==> config.mk <==
export PLATFORM = sky130hd
export DESIGN_NAME = lcd_cmd_sequencer_flat
export DESIGN_NICKNAME = d
export VERILOG_FILES = /design/src/rtl/lcd_cmd_sequencer_if.sv /design/src/rtl/lcd_cmd_sequencer.sv /design/src/flat_wrapper.sv
export SDC_FILE = /design/constraint.sdc
export NUM_CORES = 1
export LEC_CHECK = 0
export CAP_MARGIN = 20
export CORE_MARGIN = 3
export CORE_UTILIZATION = 36
export CTS_BUF_LIST = sky130_fd_sc_hd__clkbuf_4
export CTS_CLUSTER_SIZE = 12
export DETAILED_ROUTE_END_ITERATION = 6
export GPL_TIMING_DRIVEN = 0
export SLEW_MARGIN = 20
export SYNTH_ARGS = -nofsm -noshare
export SYNTH_HDL_FRONTEND = slang
export SYNTH_SLANG_ARGS = --single-unit
==> constraint.sdc <==
create_clock -name clk -period 5.1 [get_ports clk]
set_input_delay 0.51 -clock clk [delete_from_list [all_inputs] [get_ports clk]]
set_output_delay 0.51 -clock clk [all_outputs]
set_load 0.005 [all_outputs]
==> src/rtl/lcd_cmd_sequencer_if.sv <==
// rtl/lcd_cmd_sequencer_if.sv - user write, instruction FSM and init-mux signals of the LCD sequencer
interface lcd_cmd_sequencer_if;
  logic       char_valid;
  logic       char_rs;
  logic [7:0] char_data;
  logic       char_ready;
  logic       busy;
  logic       next_instruction;
  logic [9:0] db;
  logic [11:0] clk_cnt;
  logic       init_active;
  logic [3:0] init_sf_d;
  logic       init_lcd_e;
  logic       init_done;

  modport master (
    input  char_valid, char_rs, char_data, busy,
    output char_ready, next_instruction, db, clk_cnt,
           init_active, init_sf_d, init_lcd_e, init_done
  );

  modport slave (
    output char_valid, char_rs, char_data, busy,
    input  char_ready, next_instruction, db, clk_cnt,
           init_active, init_sf_d, init_lcd_e, init_done
  );
endinterface

==> src/rtl/lcd_cmd_sequencer.sv <==
// rtl/lcd_cmd_sequencer.sv - power-on nibble init, config commands and user writes for the 4-bit LCD path
module lcd_cmd_sequencer #(
  parameter int T_POWERON = 750000,
  parameter int T_GAP1    = 205000,
  parameter int T_GAP2    = 5000,
  parameter int T_GAP3    = 2000,
  parameter int T_E       = 12,
  parameter int T_CLEAR   = 82000
) (
  input  logic clk,
  input  logic reset,
  lcd_cmd_sequencer_if.master bus
);

  localparam logic [3:0] PWR_WAIT   = 4'd0;
  localparam logic [3:0] INIT_SETUP = 4'd1;
  localparam logic [3:0] INIT_PULSE = 4'd2;
  localparam logic [3:0] INIT_HOLD  = 4'd3;
  localparam logic [3:0] INIT_GAP   = 4'd4;
  localparam logic [3:0] CFG_ISSUE  = 4'd5;
  localparam logic [3:0] WAIT_HI    = 4'd6;
  localparam logic [3:0] WAIT_LO    = 4'd7;
  localparam logic [3:0] CLR_WAIT   = 4'd8;
  localparam logic [3:0] READY      = 4'd9;
  localparam logic [3:0] USR_ISSUE  = 4'd10;

  localparam logic [19:0] W_PWR  = 20'(T_POWERON - 1);
  localparam logic [19:0] W_G1   = 20'(T_GAP1 - 1);
  localparam logic [19:0] W_G2   = 20'(T_GAP2 - 1);
  localparam logic [19:0] W_G3   = 20'(T_GAP3 - 1);
  localparam logic [19:0] W_E    = 20'(T_E - 1);
  localparam logic [19:0] W_CLR  = 20'(T_CLEAR - 1);

  function automatic logic [19:0] gap_last(input logic [1:0] idx);
    case (idx)
      2'd0:    gap_last = W_G1;
      2'd1:    gap_last = W_G2;
      default: gap_last = W_G3;
    endcase
  endfunction

  function automatic logic [3:0] nibble(input logic [1:0] idx);
    nibble = (idx == 2'd3) ? 4'h2 : 4'h3;
  endfunction

  function automatic logic [9:0] cfg_word(input logic [1:0] idx);
    case (idx)
      2'd0:    cfg_word = 10'h028;
      2'd1:    cfg_word = 10'h006;
      2'd2:    cfg_word = 10'h00C;
      default: cfg_word = 10'h001;
    endcase
  endfunction

  logic [3:0]  state, state_next;
  logic [19:0] wait_cnt;
  logic [1:0]  k, k_nxt;
  logic [1:0]  j, j_nxt;
  logic        is_clr;
  logic        half_tick;

  logic        next_instruction_q;
  logic [9:0]  db_q;
  logic [11:0] clk_cnt_q;
  logic        char_ready_q;
  logic        init_active_q;
  logic [3:0]  init_sf_d_q;
  logic        init_lcd_e_q;
  logic        init_done_q;

  assign bus.next_instruction = next_instruction_q;
  assign bus.db               = db_q;
  assign bus.clk_cnt          = clk_cnt_q;
  assign bus.char_ready       = char_ready_q;
  assign bus.init_active      = init_active_q;
  assign bus.init_sf_d        = init_sf_d_q;
  assign bus.init_lcd_e       = init_lcd_e_q;
  assign bus.init_done        = init_done_q;

  assign k_nxt = (state == INIT_GAP) ? k + 2'd1 : 2'd0;
  assign j_nxt = (state == WAIT_LO)  ? j + 2'd1 : 2'd0;

  always_comb begin
    state_next = state;
    case (state)
      PWR_WAIT:   if (wait_cnt == W_PWR) state_next = INIT_SETUP;
      INIT_SETUP: if (wait_cnt == 20'd1) state_next = INIT_PULSE;
      INIT_PULSE: if (wait_cnt == W_E) state_next = INIT_HOLD;
      INIT_HOLD:  state_next = INIT_GAP;
      INIT_GAP:   if (wait_cnt == gap_last(k)) state_next = (k == 2'd3) ? CFG_ISSUE : INIT_SETUP;
      CFG_ISSUE,
      USR_ISSUE:  state_next = WAIT_HI;
      WAIT_HI:    if (bus.busy) state_next = WAIT_LO;
      WAIT_LO: begin
        // init_done separates user traffic from the configuration pass
        if (!bus.busy) begin
          if (init_done_q)     state_next = is_clr ? CLR_WAIT : READY;
          else if (j == 2'd3)  state_next = CLR_WAIT;
          else                 state_next = CFG_ISSUE;
        end
      end
      CLR_WAIT:   if (wait_cnt == W_CLR) state_next = READY;
      READY:      if (bus.char_valid && char_ready_q) state_next = USR_ISSUE;
      default:    state_next = PWR_WAIT;
    endcase
  end

  always_ff @(posedge clk or posedge reset) begin
    if (reset) begin
      state              <= PWR_WAIT;
      wait_cnt           <= 20'd0;
      k                  <= 2'd0;
      j                  <= 2'd0;
      is_clr             <= 1'b0;
      half_tick          <= 1'b0;
      next_instruction_q <= 1'b0;
      db_q               <= 10'd0;
      clk_cnt_q          <= 12'd0;
      char_ready_q       <= 1'b0;
      init_active_q      <= 1'b1;
      init_sf_d_q        <= 4'd0;
      init_lcd_e_q       <= 1'b0;
      init_done_q        <= 1'b0;
    end else begin
      state    <= state_next;
      wait_cnt <= (state_next != state) ? 20'd0 : wait_cnt + 20'd1;

      next_instruction_q <= (state_next == CFG_ISSUE) || (state_next == USR_ISSUE);
      char_ready_q       <= (state_next == READY);
      init_lcd_e_q       <= (state_next == INIT_PULSE);

      if (state_next == INIT_SETUP && state != INIT_SETUP) begin
        init_sf_d_q <= nibble(k_nxt);
        k           <= k_nxt;
      end

      if (state == INIT_GAP && state_next == CFG_ISSUE) begin
        init_active_q <= 1'b0;
        init_sf_d_q   <= 4'd0;
      end

      if (state_next == CFG_ISSUE) begin
        db_q <= cfg_word(j_nxt);
        j    <= j_nxt;
      end

      if (state_next == USR_ISSUE) begin
        db_q   <= {bus.char_rs, 1'b0, bus.char_data};
        is_clr <= !bus.char_rs && (bus.char_data == 8'h01 || bus.char_data == 8'h02 ||
                                   bus.char_data == 8'h03);
      end

      // ISSUE states last one cycle, so this fires exactly with the start pulse
      if (state_next == CFG_ISSUE || state_next == USR_ISSUE) begin
        clk_cnt_q <= 12'd0;
        half_tick <= 1'b0;
      end else begin
        half_tick <= ~half_tick;
        if (half_tick && clk_cnt_q != 12'hFFF) clk_cnt_q <= clk_cnt_q + 12'd1;
      end

      if (state == CLR_WAIT && state_next == READY) init_done_q <= 1'b1;
    end
  end

endmodule

==> src/flat_wrapper.sv <==
// flat-port wrapper written by rule: the top's interface ports become plain ports
module lcd_cmd_sequencer_flat 
#(
  parameter int T_POWERON = 750000,
  parameter int T_GAP1    = 205000,
  parameter int T_GAP2    = 5000,
  parameter int T_GAP3    = 2000,
  parameter int T_E       = 12,
  parameter int T_CLEAR   = 82000
)
  (clk, reset, bus_char_valid, bus_char_rs, bus_char_data, bus_busy, bus_char_ready, bus_next_instruction, bus_db, bus_clk_cnt, bus_init_active, bus_init_sf_d, bus_init_lcd_e, bus_init_done);
  lcd_cmd_sequencer_if bus_i ();
  input  logic clk;
  input  logic reset;
  input wire logic [$bits(bus_i.char_valid)-1:0] bus_char_valid;
  input wire logic [$bits(bus_i.char_rs)-1:0] bus_char_rs;
  input wire logic [$bits(bus_i.char_data)-1:0] bus_char_data;
  input wire logic [$bits(bus_i.busy)-1:0] bus_busy;
  output wire logic [$bits(bus_i.char_ready)-1:0] bus_char_ready;
  output wire logic [$bits(bus_i.next_instruction)-1:0] bus_next_instruction;
  output wire logic [$bits(bus_i.db)-1:0] bus_db;
  output wire logic [$bits(bus_i.clk_cnt)-1:0] bus_clk_cnt;
  output wire logic [$bits(bus_i.init_active)-1:0] bus_init_active;
  output wire logic [$bits(bus_i.init_sf_d)-1:0] bus_init_sf_d;
  output wire logic [$bits(bus_i.init_lcd_e)-1:0] bus_init_lcd_e;
  output wire logic [$bits(bus_i.init_done)-1:0] bus_init_done;
  assign bus_i.char_valid = bus_char_valid;
  assign bus_i.char_rs = bus_char_rs;
  assign bus_i.char_data = bus_char_data;
  assign bus_i.busy = bus_busy;
  assign bus_char_ready = bus_i.char_ready;
  assign bus_next_instruction = bus_i.next_instruction;
  assign bus_db = bus_i.db;
  assign bus_clk_cnt = bus_i.clk_cnt;
  assign bus_init_active = bus_i.init_active;
  assign bus_init_sf_d = bus_i.init_sf_d;
  assign bus_init_lcd_e = bus_i.init_lcd_e;
  assign bus_init_done = bus_i.init_done;
  lcd_cmd_sequencer #(.T_POWERON(T_POWERON), .T_GAP1(T_GAP1), .T_GAP2(T_GAP2), .T_GAP3(T_GAP3), .T_E(T_E), .T_CLEAR(T_CLEAR)) u_core (.clk(clk), .reset(reset), .bus(bus_i));
endmodule
### After elaboration in Yosys (flattened, before gate mapping)

Cells that the tools add are included.
Widths: inputs -> output; s select.

| operators by class | value |
|---|---|
| add/subtract/negate cells | 4 |
| equal/unequal tests | 32 |
| multiplexer cells | 27 |
| bitwise operators | 1 |
| reductions and logical operators | 17 |

Operator list:

| operator | count |
|---|---|
| $mux 4 | 12 |
| $mux 20 | 2 |
| $pmux 4 s10 | 1 |
| $pmux 18 s2 | 1 |
| $mux 12 | 2 |
| $add 20x1->20 const B | 1 |
| $eq 20x1->1 const B | 1 |
| $eq 20x17->1 const B | 1 |
| $eq 20x20->1 | 1 |
| $eq 20x20->1 const B | 1 |
| $eq 20x4->1 const B | 1 |
| $eq 4x3->1 const B | 5 |
| $eq 4x4->1 const B | 5 |
| $mux 10 | 2 |
| $pmux 6 s3 | 1 |
| $eq 8x2->1 const B | 2 |
| $add 12x1->12 const B | 1 |
| $eq 4x2->1 const B | 3 |
| $ne 12x12->1 const B | 1 |
| $eq 2x2->1 const B | 4 |
| $eq 4x1->1 const B | 2 |
| $eq 8x1->1 const B | 1 |
| $logic_and 1x1->1 | 6 |
| $reduce_bool 2->1 | 3 |
| 13 further kinds | 21 |

| storage, ports and cells | value |
|---|---|
| register bits after elaboration | 61 |
| output and inout bits | 31 |
| word-level logic and storage cells | 95 |

### Longest topological paths before layout

Gate-level depths: netlist of run 1.

| logic depth | value |
|---|---|
| depth in word-level cells | 10 |
| gate-level depth with buffers | 11 |

### Worst setup path after synthesis of run 1

No wires, ideal clock.

| path | value |
|---|---|
| kind | reg-to-reg |
| from | register u_core.k[0] |
| to | register u_core.j[0] |
| data arrival time | 2,240 ps |
| required time | 4,975 ps |
| slack | 2,735 ps |
| cell stages (with the launch flop) | 11 |
| buffers on the path | 1 |
| clock period less this slack | 2,365 ps |
| cells stage by stage | dfrtp_1 -> inv_1 -> ha_1 -> or3b_1 -> o22ai_1 -> nand4_1 -> o21ai_2 -> inv_2 -> o211a_1 -> buf_6 -> mux2_4 |

| between the ends | value |
|---|---|
| cells in the longest elaborated chain, start to end | 7 |

Ends and longest elaborated chain:

| what | line | RTL |
|---|---|---|
| start: declaration | lcd_cmd_sequencer.sv:57 | `logic [1:0] k, k_nxt;` |
| start signal: assignment | lcd_cmd_sequencer.sv:134 | `k <= k_nxt;` |
| $eq 2x1->1 or $logic_not 2->1 (tied branches) | lcd_cmd_sequencer.sv:35 | `case (idx)` |
| $pmux 18 s2 | lcd_cmd_sequencer.sv:35 |  |
| $mux 20 | lcd_cmd_sequencer.sv:85 | `case (state)` |
| $eq 20x20->1 | lcd_cmd_sequencer.sv:90 | `INIT_GAP: if (wait_cnt == gap_last(k)) state_next = (k == 2'd3) ? CFG_ISSUE : INIT_SETUP;` |
| $mux 4 (*) | lcd_cmd_sequencer.sv:90 |  |
| $pmux 4 s10 (*) | lcd_cmd_sequencer.sv:85 |  |
| via u_core.state_next[2] | lcd_cmd_sequencer.sv:55 | `logic [3:0] state, state_next;` |
| $eq 4x3->1 (*) | lcd_cmd_sequencer.sv:142 | `if (state_next == CFG_ISSUE) begin` |
| end signal: assignment | lcd_cmd_sequencer.sv:144 | `j <= j_nxt;` |
| end: declaration | lcd_cmd_sequencer.sv:58 | `logic [1:0] j, j_nxt;` |

Mark *: on every way through the listed nets, which the timed path passes. The rest lies on a longest branch. The select of a mux whose other input is x is not followed.
A chain may end at the register's enable or synchronous reset.

### Worst setup path after layout of run 1

| path | value |
|---|---|
| from | register u_core.k[0] |
| to | register u_core.init_sf_d_q[1] (netlist: u_core.bus.init_sf_d[1]) |

| between the ends | value |
|---|---|
| cells in the longest elaborated chain, start to end | 9 |

Ends and longest elaborated chain:

| what | line | RTL |
|---|---|---|
| $eq 2x1->1 or $logic_not 2->1 (tied branches) | lcd_cmd_sequencer.sv:35 |  |
| $pmux 18 s2 | lcd_cmd_sequencer.sv:35 |  |
| $mux 20 | lcd_cmd_sequencer.sv:85 |  |
| $eq 20x20->1 | lcd_cmd_sequencer.sv:90 |  |
| $mux 4 (*) | lcd_cmd_sequencer.sv:90 |  |
| $pmux 4 s10 (*) | lcd_cmd_sequencer.sv:85 |  |
| via u_core.state_next[2] | lcd_cmd_sequencer.sv:55 |  |
| $eq 4x3->1 or $eq 4x1->1 (tied branches) | lcd_cmd_sequencer.sv:137, lcd_cmd_sequencer.sv:132 |  |
| $logic_and 1x1->1, on equally long branches | lcd_cmd_sequencer.sv:137, lcd_cmd_sequencer.sv:132 |  |
| $mux 4 or $reduce_bool 2->1 (tied branches) | n/a |  |
| end signal: assignment | lcd_cmd_sequencer.sv:133 | `init_sf_d_q <= nibble(k_nxt);` |
| end: declaration | lcd_cmd_sequencer.sv:67 | `logic [3:0] init_sf_d_q;` |

Marks and branches as above.

==> impl_metrics.prom, run 1 <==
# TYPE chip_impl_metric gauge
chip_impl_metric{name="detail_route.iter0.violations",unit=""} 106
chip_impl_metric{name="share_of_post_route_cells_with_drive_strength_above_1",unit=""} 0.1422
chip_impl_metric{name="grt_pass1_wl",unit="mm"} 12.92
chip_impl_metric{name="rows",unit=""} 34
chip_impl_metric{name="grt_remaining_overflow",unit=""} 0
chip_impl_metric{name="slew_headroom",unit=""} 0.4923
chip_impl_metric{name="antenna-diode-count",unit=""} 0
chip_impl_metric{name="crit_path_max_fanout",unit=""} 10
chip_impl_metric{name="drt_pre_antenna_iters",unit=""} 4
chip_impl_info{name="timing.critical_path.to",value="u_core.bus.init_sf_d[1]"} 1
chip_impl_metric{name="max_cap_violations",unit=""} 0
chip_impl_metric{name="synth_area_per_cell",unit="um^2"} 9.688
chip_impl_metric{name="final_net_count",unit=""} 428
chip_impl_metric{name="synthesis.instances",unit=""} 350
chip_impl_info{name="criticalPathCategory",value="reg -> reg"} 1
chip_impl_metric{name="timing.final.crit_period",unit="ns"} 2.660
chip_impl_info{name="regToRegEndpoint",value="u_core.bus.init_sf_d[1]"} 1
chip_impl_info{name="most_used_cells_in_the_layout_excluding_fill_and_tap_cells",value="57 x sky130_fd_sc_hd__dfrtp_1, 40 x sky130_fd_sc_hd__nand2_1, 40 x sky130_fd_sc_hd__nor2_1, 40 x sky130_fd_sc_hd__clkdlybuf4s50_1, 20 x sky130_fd_sc_hd__xnor2_1"} 1
chip_impl_metric{name="routed_via_density",unit=""} 5.202
chip_impl_info{name="timing.critical_path.to_type",value="flip-flop"} 1
chip_impl_metric{name="fmax",unit="MHz"} 376.0
chip_impl_metric{name="ant_nets",unit=""} 0
chip_impl_metric{name="die_h",unit="um"} 103.1
chip_impl_metric{name="timing.final.setup_violations",unit=""} 0
chip_impl_metric{name="grt_pass1_vias",unit=""} 2706
chip_impl_metric{name="final-instance-count-excl-fill",unit=""} 516
chip_impl_metric{name="ctsHtreeMaxLevel",unit=""} 3
chip_impl_metric{name="worst_slew_pin_slew",unit="ns"} 0.7497
chip_impl_metric{name="count_of_final_max_slew_check_failures",unit=""} 0
chip_impl_metric{name="power_density",unit="mW/mm^2"} 388.1
chip_impl_metric{name="finalHoldWorstSlack",unit="ns"} 0.3351
chip_impl_metric{name="num-fill-cells",unit=""} 889
chip_impl_info{name="tritoncts",value="done"} 1
chip_impl_metric{name="floorplan.die_area",unit="mm^2"} 0.01062
chip_impl_metric{name="postCtsSetupRepairBufs",unit=""} 0
chip_impl_metric{name="layout_setup_ws",unit="ns"} 2.440
chip_impl_metric{name="drc",unit=""} 0
chip_impl_metric{name="synth_async_sr_flop_share",unit=""} 1.000
chip_impl_metric{name="wl",unit="mm"} 7.493
chip_impl_metric{name="area.growth.synth_to_final",unit="%"} 19.93
chip_impl_metric{name="postCtsHoldBufs",unit=""} 0
chip_impl_metric{name="final_min_period_over_clock_period",unit=""} 0.5215
chip_impl_metric{name="top_level_ports",unit=""} 44
chip_impl_info{name="crit_start_category",value="flip-flop"} 1
chip_impl_metric{name="cts_resized",unit=""} 0
chip_impl_info{name="type_of_the_most_critical_hold_path",value="in -> async"} 1
chip_impl_metric{name="layout.core_utilization",unit=""} 0.4552
chip_impl_metric{name="grt_start_max_net_pins",unit=""} 52
chip_impl_metric{name="vdd_ir_drop_max",unit="mV"} 0.1569
chip_impl_metric{name="leakage",unit="nW"} 1.755
chip_impl_metric{name="finalHoldViolations",unit=""} 0
chip_impl_metric{name="via_count",unit=""} 2684
chip_impl_metric{name="seq_area_frac_synth",unit=""} 0.4284
chip_impl_metric{name="final.setup.tns",unit="ns"} 0
chip_impl_metric{name="total_of_warnings_raised_by_yosys",unit=""} 0
chip_impl_metric{name="number_of_buffer_cells_added_on_primary_ports",unit=""} 40
chip_impl_metric{name="routabilityCongestion",unit=""} 0.8787
chip_impl_info{name="synth_top_cells_by_area",value="sky130_fd_sc_hd__dfrtp_1 42%, sky130_fd_sc_hd__xnor2_1 5.2%, sky130_fd_sc_hd__nand2_1 4.4%, sky130_fd_sc_hd__nor2_1 4.4%, sky130_fd_sc_hd__ha_1 4.1%"} 1
chip_impl_metric{name="detailed_place_hpwl",unit="mm"} 5.510
chip_impl_metric{name="cts-root-to-sink-buffers",unit=""} 2
chip_impl_metric{name="cts_sinks",unit=""} 58
chip_impl_metric{name="dp_slack",unit="ns"} 2.430
chip_impl_metric{name="design.core.area",unit="mm^2"} 0.008934
chip_impl_metric{name="grt.total_usage",unit=""} 0.1531
chip_impl_metric{name="worst_r2r_path_depth",unit=""} 11
chip_impl_info{name="cts_root_buf",value="sky130_fd_sc_hd__clkbuf_4"} 1
chip_impl_info{name="synthDominantAreaCellType",value="sky130_fd_sc_hd__dfrtp_1"} 1
chip_impl_metric{name="synth.lib_cells_used.distinct",unit=""} 66
chip_impl_metric{name="synth-seq-cells",unit=""} 58
chip_impl_metric{name="grt_antenna_before_repair",unit=""} 0
chip_impl_info{name="outcome",value="finished, final reports clean"} 1
chip_impl_metric{name="worst_clock_skew",unit="ns"} 0.01772
chip_impl_info{name="synth_flop_cell",value="sky130_fd_sc_hd__dfrtp_1"} 1
chip_impl_metric{name="cts.reportedPaths.clkPinSlew",unit="ns"} 0.11
chip_impl_metric{name="synth_top_cell_area_share",unit=""} 0.4207
chip_impl_metric{name="post_synth_instance_area",unit="mm^2"} 0.003391
chip_impl_metric{name="synth_edf_count",unit=""} 0
chip_impl_info{name="mostFrequentLayoutCell",value="sky130_fd_sc_hd__dfrtp_1"} 1
chip_impl_metric{name="worstPathRequired",unit="ns"} 5.41
chip_impl_metric{name="placed_cells",unit=""} 501
chip_impl_metric{name="numCtsBuffers",unit=""} 9
chip_impl_info{name="setup.worst_path.start",value="u_core.k[0]"} 1
chip_impl_metric{name="routed_wire_length_per_instance",unit="um"} 14.52
chip_impl_info{name="r2r-start",value="u_core.k[0]"} 1
chip_impl_metric{name="ff2ff_setup_slack",unit="ns"} 2.44
chip_impl_metric{name="start_util",unit=""} 0.3796
chip_impl_metric{name="critPathArrivalTime",unit="ns"} 2.97
chip_impl_info{name="rsz0062_at_grt",value="false"} 1
chip_impl_metric{name="die_width",unit="um"} 103.1
chip_impl_metric{name="worst_skew_pair.late_latency",unit="ns"} 0.40
-- registers in the layout (all words and copies together), names as in the netlist, 2 cells and up --
register              count
u_core.wait_cnt          20
u_core.bus.init_sf_d      2
u_core.state              4
u_core.j                  2
u_core.k                  2
u_core.bus.clk_cnt       12
u_core.bus.db             9
-- per-stage QoR --
stage	area [um^2]	total power, mW
finish	4066	1.578
global route	4066	1.719
CTS	4066	1.609
detailed placement	3964	1.336
global placement	3934	1.321
floorplan	3398	1.103
-- Yosys cell counts, drive strengths merged, types with 6 or more instances --
| master | number |
|---|---|
| buf | 11 |
| nand2 | 40 |
| and3 | 6 |
| o21ai | 9 |
| nor2 | 41 |
| nor4 | 7 |
| inv | 18 |
| nor3 | 19 |
| clkbuf | 7 |
| o2111ai | 7 |
| xor2 | 12 |
| nand3 | 8 |
| xnor2 | 20 |
| ha | 11 |
| nand4 | 11 |
| dfrtp | 57 |
-- worst min path at each step --
stage / start / end / depth (start not counted)
after CTS: reset / u_core.bus.clk_cnt[3] / 2
after global placement: u_core.bus.init_active / u_core.bus.init_active / 1
after global routing: reset / u_core.bus.clk_cnt[3] / 2
after floorplan: u_core.is_clr / u_core.is_clr / 2
after detailed placement: u_core.bus.init_active / u_core.bus.init_active / 1
final: reset / u_core.bus.clk_cnt[3] / 2
-- logic make-up (layout without fill, tap and decap cells) --
| kind of cell | count (synthesis) | after routing | share of synthesized area |
|---|---|---|---|
| other | 1 | 3 | 0.001106 |
| XOR/XNOR | 32 | 32 | 0.08266 |
| multiplexers | 6 | 6 | 0.02067 |
| adder cells (fa/ha/maj) | 11 | 11 | 0.04059 |
| flip-flops | 58 | 58 | 0.4284 |
| buffers and inverters | 36 | 92 | 0.05276 |
| AO/OA/AOI/OAI | 42 | 42 | 0.09890 |
| AND/OR/NAND/NOR | 164 | 164 | 0.2749 |
-- cell type report --
cell class | count | area (um^2) | area share
multi-input combinational | 258 | 1767 | 0.4345
sequential | 58 | 1453 | 0.3572
timing repair buffer | 41 | 427.9 | 0.1052
tap | 108 | 135.1 | 0.03323
buffer | 18 | 111.4 | 0.02738
inverter | 18 | 70.07 | 0.01723
clock buffer | 9 | 67.56 | 0.01662
clock inverter | 6 | 35.03 | 0.008615
-- power by group --
group | internal [mW] | switching [mW] | total, mW
registers | 0.538 | 0.0675 | 0.605
clock network | 0.0938 | 0.170 | 0.264
logic | 0.322 | 0.387 | 0.710
-- metal layers --
| layer | vias up | track usage | part of all wire |
|---|---|---|---|
| met5 | - | 0 | 0 |
| met3 | 9 | 0.03586 | 0.052 |
| li1 | 1336 | - | - |
| met2 | 60 | 0.2383 | 0.45 |
| met4 | 0 | 0.05080 | 0.013 |
| met1 | 1279 | 0.2096 | 0.49 |
-- critical path, stage by stage (launching register included) --
cell and delay [ns]:
sky130_fd_sc_hd__dfrtp_1 0.44, sky130_fd_sc_hd__inv_1 0.11, sky130_fd_sc_hd__ha_1 0.26, sky130_fd_sc_hd__or3b_1 0.36, sky130_fd_sc_hd__o22ai_1 0.19, sky130_fd_sc_hd__nand4_1 0.18, sky130_fd_sc_hd__o21ai_2 0.26, sky130_fd_sc_hd__inv_2 0.14
sky130_fd_sc_hd__o211a_1 0.17, sky130_fd_sc_hd__buf_6 0.14, sky130_fd_sc_hd__buf_6 0.15, sky130_fd_sc_hd__a22oi_2 0.17
No activity file was read; power rests on OpenSTA's default activity.
==> inputs of run 2 (changes only) <==
==> constraint.sdc (replaced) <==
create_clock -name clk -period 2.5 [get_ports clk]
set_input_delay 0.25 -clock clk [delete_from_list [all_inputs] [get_ports clk]]
set_output_delay 0.25 -clock clk [all_outputs]
set_load 0.005 [all_outputs]
==> impl_metrics.prom, run 2 (synthesis gave the netlist of run 1 again) <==
# TYPE chip_impl_metric gauge
chip_impl_info{name="crit_family",value="compound AO/OA/AOI/OAI gates"} 1
chip_impl_metric{name="layout.core_utilization",unit=""} 0.4815
chip_impl_info{name="cpMostUsedCell",value="sky130_fd_sc_hd__inv_4"} 1
chip_impl_metric{name="die_width",unit="um"} 103.1
chip_impl_info{name="rsz0062_at_grt",value="true"} 1
chip_impl_info{name="most_used_cells_in_the_layout_excluding_fill_and_tap_cells",value="55 x sky130_fd_sc_hd__dfrtp_1, 40 x sky130_fd_sc_hd__nand2_1, 40 x sky130_fd_sc_hd__nor2_1, 40 x sky130_fd_sc_hd__clkdlybuf4s50_1, 20 x sky130_fd_sc_hd__xnor2_1"} 1
chip_impl_metric{name="antenna-diode-count",unit=""} 0
chip_impl_metric{name="timing.final.setup_violations",unit=""} 0
chip_impl_metric{name="grt.total_usage",unit=""} 0.1542
chip_impl_metric{name="largest_reg_flops",unit=""} 20
chip_impl_metric{name="numCtsBuffers",unit=""} 9
chip_impl_metric{name="drt_pre_antenna_iters",unit=""} 4
chip_impl_metric{name="slew_headroom",unit=""} 0.4923
chip_impl_info{name="sequence_of_cells_on_the_critical_path",value="inv_4, ha_4, or3b_4, o22ai_4, nand4_1, o21ai_2, inv_4, o211a_1, buf_6, mux2_4"} 1
chip_impl_info{name="cts_root_buf",value="sky130_fd_sc_hd__clkbuf_4"} 1
chip_impl_metric{name="worst_r2r_path_depth",unit=""} 10
chip_impl_metric{name="number_of_buffer_cells_added_on_primary_ports",unit=""} 40
chip_impl_metric{name="routabilityCongestion",unit=""} 0.8787
chip_impl_metric{name="timing.final.crit_period",unit="ns"} 2.432
chip_impl_info{name="crit_path_slowest_cell",value="sky130_fd_sc_hd__dfrtp_2"} 1
chip_impl_info{name="tritoncts",value="done"} 1
chip_impl_metric{name="critical_path.n_buffers_inverters",unit=""} 3
chip_impl_metric{name="worst_slew_pin_slew",unit="ns"} 0.7496
chip_impl_metric{name="final_net_count",unit=""} 441
chip_impl_metric{name="multiInputGateArea",unit="mm^2"} 0.001856
chip_impl_metric{name="start_util",unit=""} 0.3796
chip_impl_metric{name="share_of_post_route_cells_with_drive_strength_above_1",unit=""} 0.2043
chip_impl_info{name="type_of_the_most_critical_hold_path",value="in -> async"} 1
chip_impl_info{name="mostFrequentLayoutCell",value="sky130_fd_sc_hd__dfrtp_1"} 1
chip_impl_metric{name="num-fill-cells",unit=""} 866
chip_impl_metric{name="final.setup.tns",unit="ns"} 0
chip_impl_metric{name="grt_pass1_vias",unit=""} 2719
chip_impl_info{name="largest_register_by_flop_count",value="u_core.wait_cnt"} 1
chip_impl_metric{name="worstPathRequired",unit="ns"} 2.79
chip_impl_metric{name="design.core.area",unit="mm^2"} 0.008934
chip_impl_metric{name="floorplan.die_area",unit="mm^2"} 0.01062
chip_impl_metric{name="die_h",unit="um"} 103.1
chip_impl_metric{name="cts.reportedPaths.clkPinSlew",unit="ns"} 0.11
chip_impl_metric{name="critPathArrivalTime",unit="ns"} 2.72
chip_impl_metric{name="crit_path_max_fanout",unit=""} 7
chip_impl_metric{name="leakage",unit="nW"} 1.839
chip_impl_metric{name="cp_slowest_stage_delay",unit="ns"} 0.46
chip_impl_metric{name="grt_pass1_wl",unit="mm"} 13.00
chip_impl_metric{name="area.growth.synth_to_final",unit="%"} 26.86
chip_impl_metric{name="worst_clock_skew",unit="ns"} 0.01802
chip_impl_metric{name="detail_route.iter0.violations",unit=""} 117
chip_impl_metric{name="cts-root-to-sink-buffers",unit=""} 2
chip_impl_metric{name="cts_sinks",unit=""} 58
chip_impl_metric{name="power_density",unit="mW/mm^2"} 819.1
chip_impl_info{name="r2r-start",value="u_core.k[0]"} 1
chip_impl_metric{name="dp_slack",unit="ns"} -0.1697
chip_impl_metric{name="ctsHtreeMaxLevel",unit=""} 3
chip_impl_metric{name="final_min_period_over_clock_period",unit=""} 0.9730
chip_impl_metric{name="drc",unit=""} 0
chip_impl_metric{name="fmax",unit="MHz"} 411.1
chip_impl_metric{name="regArea",unit="mm^2"} 0.001455
chip_impl_metric{name="top_level_ports",unit=""} 44
chip_impl_metric{name="routed_via_density",unit=""} 5.217
chip_impl_info{name="regToRegEndpoint",value="u_core.j[1]"} 1
chip_impl_metric{name="vdd_ir_drop_max",unit="mV"} 0.4174
chip_impl_metric{name="finalHoldViolations",unit=""} 0
chip_impl_metric{name="rows",unit=""} 34
chip_impl_info{name="crit_start_category",value="flip-flop"} 1
chip_impl_info{name="outcome",value="finished, final reports clean"} 1
chip_impl_info{name="timing.critical_path.to_type",value="flip-flop"} 1
chip_impl_metric{name="worst_skew_pair.late_latency",unit="ns"} 0.40
chip_impl_info{name="criticalPathCategory",value="reg -> reg"} 1
chip_impl_metric{name="via_count",unit=""} 2760
chip_impl_metric{name="count_of_final_max_slew_check_failures",unit=""} 0
chip_impl_metric{name="routed_wire_length_per_instance",unit="um"} 14.60
chip_impl_metric{name="grt_start_max_net_pins",unit=""} 52
chip_impl_metric{name="ant_nets",unit=""} 0
chip_impl_metric{name="wl",unit="mm"} 7.721
chip_impl_metric{name="design_power_total",unit="mW"} 3.524
chip_impl_metric{name="grt_remaining_overflow",unit=""} 0
chip_impl_metric{name="grt_antenna_before_repair",unit=""} 0
chip_impl_metric{name="layout_setup_ws",unit="ns"} 0.06753
chip_impl_metric{name="max_cap_violations",unit=""} 0
chip_impl_metric{name="detailed_place_hpwl",unit="mm"} 5.510
chip_impl_metric{name="ff2ff_setup_slack",unit="ns"} 0.07
## run 2: cell count changes in the layout (fill, tap and decap cells not counted), moves of 2 or more
cell	previous run	this run
sky130_fd_sc_hd__dfrtp_2	0	2
sky130_fd_sc_hd__dfrtp_1	57	55
sky130_fd_sc_hd__buf_4	4	16
sky130_fd_sc_hd__inv_1	16	14
sky130_fd_sc_hd__inv_4	1	3
sky130_fd_sc_hd__buf_2	4	1
sky130_fd_sc_hd__nor4_1	6	4
sky130_fd_sc_hd__buf_6	3	7
## run 2: timing repair
action | in CTS | in global routing
buffers inserted | 1 | 12
hold buffers | 0 | 0
pin swaps | 1 | 13
setup endpoints to repair | 44 | 49
gates resized for setup | 7 | 30
## run 2: per-stage QoR
| stage | hold slack, ns | area, um^2 | instances |
|---|---|---|---|
| 2_1_floorplan | 0.3443 | 3398 | 352 |
| 3_3_place_gp | 0.4781 | 3934 | 500 |
| 3_5_place_dp | 0.4722 | 3964 | 501 |
| 4_1_cts | 0.05255 | 4095 | 517 |
| 5_1_grt | 0.04296 | 4302 | 529 |
| 6_report | 0.07232 | 4302 | 529 |
## run 2: cell type report
| cell class | count | area share |
|---|---|---|
| well taps | 108 | 0.03141 |
| plain buffers | 18 | 0.03549 |
| multi-input cells | 258 | 0.4314 |
| flip-flops and latches | 58 | 0.3383 |
| repair buffers | 54 | 0.1222 |
| inverters | 18 | 0.01745 |
| clock inverters | 6 | 0.008144 |
| clock buffers | 9 | 0.01571 |
## run 2: layer usage
metal | GRT usage | vias up | part of all wire
li1 | - | 1360 | -
met1 | 0.2096 | 1328 | 0.49
met2 | 0.2422 | 63 | 0.45
met3 | 0.03586 | 9 | 0.049
met4 | 0.05080 | 0 | 0.013
met5 | 0 | - | 0
## run 2: power by group
part           leakage, nW  switching, mW  total [mW]  internal, mW
Clock               0.0573          0.346       0.537         0.191
Combinational         1.01          0.877        1.75         0.869
Sequential           0.769          0.142        1.24          1.10
## run 2: worst max-delay path by stage
stage                     from  depth (start not counted)                       to  slack (ns)
2_1_floorplan      u_core.k[0]                         10              u_core.j[0]        0.13
3_3_place_gp             reset                          2              u_core.k[1]       -0.33
3_5_place_dp       u_core.k[0]                         11  u_core.bus.init_sf_d[1]       -0.17
4_1_cts        u_core.state[0]                          9      u_core.wait_cnt[15]       0.002
5_1_grt            u_core.k[0]                         11  u_core.bus.init_sf_d[1]       -0.07
6_report           u_core.k[0]                         10              u_core.j[1]        0.07
==> inputs of run 3 (changes only) <==
--- a/config.mk
+++ b/config.mk
@@ -12,6 +12,7 @@
 export CTS_CLUSTER_SIZE = 12
 export DETAILED_ROUTE_END_ITERATION = 6
 export GPL_TIMING_DRIVEN = 0
+export SKIP_CTS_REPAIR_TIMING = 1
 export SLEW_MARGIN = 20
 export SYNTH_ARGS = -nofsm -noshare
 export SYNTH_HDL_FRONTEND = slang
==> constraint.sdc (replaced) <==
create_clock -name clk -period 2.5 [get_ports clk]
set_input_delay 0.5 -clock clk [delete_from_list [all_inputs] [get_ports clk]]
set_output_delay 0.5 -clock clk [all_outputs]
set_load 0.005 [all_outputs]
==> impl_metrics.prom, run 3 (synthesis gave the netlist of run 1 again) <==
# TYPE chip_impl_metric gauge
chip_impl_info{name="largest_register_by_flop_count",value="u_core.wait_cnt"} 1
chip_impl_metric{name="die_width",unit="um"} 103.1
chip_impl_metric{name="worst_skew_pair.late_latency",unit="ns"} 0.39
chip_impl_metric{name="worst_slew_pin_slew",unit="ns"} 0.7497
chip_impl_metric{name="ctsHtreeMaxLevel",unit=""} 3
chip_impl_metric{name="share_of_post_route_cells_with_drive_strength_above_1",unit=""} 0.1981
chip_impl_metric{name="num-fill-cells",unit=""} 872
chip_impl_info{name="cts_root_buf",value="sky130_fd_sc_hd__clkbuf_4"} 1
chip_impl_metric{name="clockPowerShare",unit=""} 0.154
chip_impl_metric{name="worstPathRequired",unit="ns"} 2.78
chip_impl_metric{name="via_count",unit=""} 2746
chip_impl_metric{name="proportion_of_total_power_due_to_net_switching",unit=""} 0.3850
chip_impl_metric{name="rows",unit=""} 34
chip_impl_info{name="mostFrequentLayoutCell",value="sky130_fd_sc_hd__dfrtp_1"} 1
chip_impl_metric{name="design.core.area",unit="mm^2"} 0.008934
chip_impl_metric{name="antenna-diode-count",unit=""} 0
chip_impl_metric{name="leakage",unit="nW"} 1.829
chip_impl_metric{name="layout.core_utilization",unit=""} 0.4773
chip_impl_info{name="outcome",value="finished, final reports clean"} 1
chip_impl_metric{name="cp_slowest_stage_delay",unit="ns"} 0.45
chip_impl_metric{name="largest_reg_flops",unit=""} 20
chip_impl_metric{name="timing.final.setup_violations",unit=""} 0
chip_impl_metric{name="drc",unit=""} 0
chip_impl_metric{name="crit_path_max_fanout",unit=""} 7
chip_impl_info{name="sequence_of_cells_on_the_critical_path",value="inv_2, ha_4, or3b_4, o22ai_2, nand4_1, o21ai_2, inv_4, o211a_1, buf_6, mux2_4"} 1
chip_impl_metric{name="seqPwrFrac",unit=""} 0.357
chip_impl_metric{name="count_of_final_max_slew_check_failures",unit=""} 0
chip_impl_metric{name="vdd_ir_drop_max",unit="mV"} 0.4141
chip_impl_metric{name="cts-root-to-sink-buffers",unit=""} 2
chip_impl_metric{name="cts_sinks",unit=""} 58
chip_impl_metric{name="detail_route.iter0.violations",unit=""} 116
chip_impl_metric{name="numCtsBuffers",unit=""} 9
chip_impl_metric{name="combinationalPowerShare",unit=""} 0.489
chip_impl_metric{name="ant_nets",unit=""} 0
chip_impl_metric{name="p_int",unit="mW"} 2.133
chip_impl_metric{name="timing.final.crit_period",unit="ns"} 2.433
chip_impl_metric{name="slew_headroom",unit=""} 0.4923
chip_impl_metric{name="final_min_period_over_clock_period",unit=""} 0.9731
chip_impl_metric{name="number_of_buffer_cells_added_on_primary_ports",unit=""} 40
chip_impl_metric{name="die_h",unit="um"} 103.1
chip_impl_info{name="timing.critical_path.to_type",value="flip-flop"} 1
chip_impl_metric{name="grt_remaining_overflow",unit=""} 0
chip_impl_metric{name="postLayoutCellArea",unit="mm^2"} 0.004264
chip_impl_info{name="tritoncts",value="done"} 1
chip_impl_metric{name="grt_pass1_vias",unit=""} 2706
chip_impl_metric{name="power.net_switching",unit="mW"} 1.336
chip_impl_metric{name="finalHoldViolations",unit=""} 0
chip_impl_metric{name="critPathArrivalTime",unit="ns"} 2.72
chip_impl_metric{name="grt.total_usage",unit=""} 0.1531
chip_impl_metric{name="fmax",unit="MHz"} 411.1
chip_impl_metric{name="final.setup.tns",unit="ns"} 0
chip_impl_metric{name="grt_antenna_before_repair",unit=""} 0
chip_impl_metric{name="floorplan.die_area",unit="mm^2"} 0.01062
chip_impl_metric{name="max_cap_violations",unit=""} 0
chip_impl_metric{name="power_density",unit="mW/mm^2"} 813.5
chip_impl_metric{name="routed_wire_length_per_instance",unit="um"} 14.44
chip_impl_metric{name="routabilityCongestion",unit=""} 0.8787
chip_impl_metric{name="final_net_count",unit=""} 439
chip_impl_info{name="type_of_the_most_critical_hold_path",value="in -> async"} 1
chip_impl_info{name="rsz0062_at_grt",value="true"} 1
chip_impl_metric{name="grt_start_max_net_pins",unit=""} 52
chip_impl_metric{name="area.growth.synth_to_final",unit="%"} 25.76
chip_impl_metric{name="worst_clock_skew",unit="ns"} 0.01370
chip_impl_info{name="criticalPathCategory",value="reg -> reg"} 1
chip_impl_info{name="most_used_cells_in_the_layout_excluding_fill_and_tap_cells",value="55 x sky130_fd_sc_hd__dfrtp_1, 40 x sky130_fd_sc_hd__nand2_1, 40 x sky130_fd_sc_hd__nor2_1, 40 x sky130_fd_sc_hd__clkdlybuf4s50_1, 20 x sky130_fd_sc_hd__xnor2_1"} 1
chip_impl_info{name="crit_start_category",value="flip-flop"} 1
chip_impl_metric{name="top_level_ports",unit=""} 44
chip_impl_metric{name="cts.reportedPaths.clkPinSlew",unit="ns"} 0.10
chip_impl_metric{name="drt_pre_antenna_iters",unit=""} 4
chip_impl_metric{name="wl",unit="mm"} 7.611
chip_impl_metric{name="critical_path.n_buffers_inverters",unit=""} 3
chip_impl_info{name="crit_path_slowest_cell",value="sky130_fd_sc_hd__dfrtp_2"} 1
chip_impl_info{name="crit_family",value="compound AO/OA/AOI/OAI gates"} 1
chip_impl_metric{name="placed_area",unit="mm^2"} 0.003964
chip_impl_metric{name="routed_via_density",unit=""} 5.211
chip_impl_metric{name="design_power_total",unit="mW"} 3.469
chip_impl_metric{name="finalHoldWorstSlack",unit="ns"} 0.3320
chip_impl_metric{name="detailed_place_hpwl",unit="mm"} 5.510
chip_impl_metric{name="start_util",unit=""} 0.3796
chip_impl_metric{name="grt_pass1_wl",unit="mm"} 12.92
==> run 3: changes by cell type in the layout (fill, tap and decap cells not counted), sizes merged <==
cell  change
buf       -2
==> run 3: final cells by class <==
type                    count  area, um^2  area share
multi-input cells         258        1836      0.4305
flip-flops and latches     58        1455      0.3413
well taps                 108       135.1     0.03169
clock buffers               9       67.56     0.01585
repair buffers             52       510.5      0.1197
inverters                  18       72.57     0.01702
plain buffers              18       152.6     0.03580
clock inverters             6       35.03    0.008216
==> run 3: worst register-to-register path, delay by kind of cell, from the launching register on <==
family / cells / cell delay, ns
flops: 1 / 0.45
compound gates: 3 / 0.59
fa+ha+maj: 1 / 0.15
mux: 1 / 0.29
buf+inv: 3 / 0.31
simple gates: 2 / 0.55
==> run 3: layer usage <==
metal,up-vias,track usage,share of wire
met5,-,0,0
met4,0,0.05080,0.013
met3,8,0.03586,0.050
met2,59,0.2383,0.45
met1,1323,0.2096,0.49
li1,1356,-,-
==> run 3: stage by stage <==
step | std cells | setup WS, ns
final | 527 | 0.06730
after floorplan | 352 | 0.1348
after CTS | 516 | -0.1864
after detailed placement | 501 | -0.1697
after global placement | 500 | -0.5846
after global routing | 527 | -0.07089
==> run 3: worst paths after layout <==
path | startpoint | end | slack, ns | cells after the start
setup / recovery | u_core.k[0] | u_core.j[1] | 0.07 | 10
hold / removal | reset | u_core.bus.clk_cnt[3] | 0.33 | 2
setup reg to reg | u_core.k[0] | u_core.j[1] | 0.07 | 10
hold reg to reg | u_core.bus.init_active | u_core.bus.init_active | 0.49 | 1
max in group asynchronous | reset | u_core.bus.init_active | 1.64 | 3
min in group clk | u_core.bus.init_active | u_core.bus.init_active | 0.49 | 1
==> run 3: power groups by stage <==
stage	Combinational [mW]	Clock, mW	Sequential [mW]
final	1.70	0.533	1.24
after global routing	1.89	0.615	1.26
after CTS	1.48	0.566	1.24
after detailed placement	1.47	0	1.25
after global placement	1.45	0	1.25
after floorplan	1.02	0	1.23
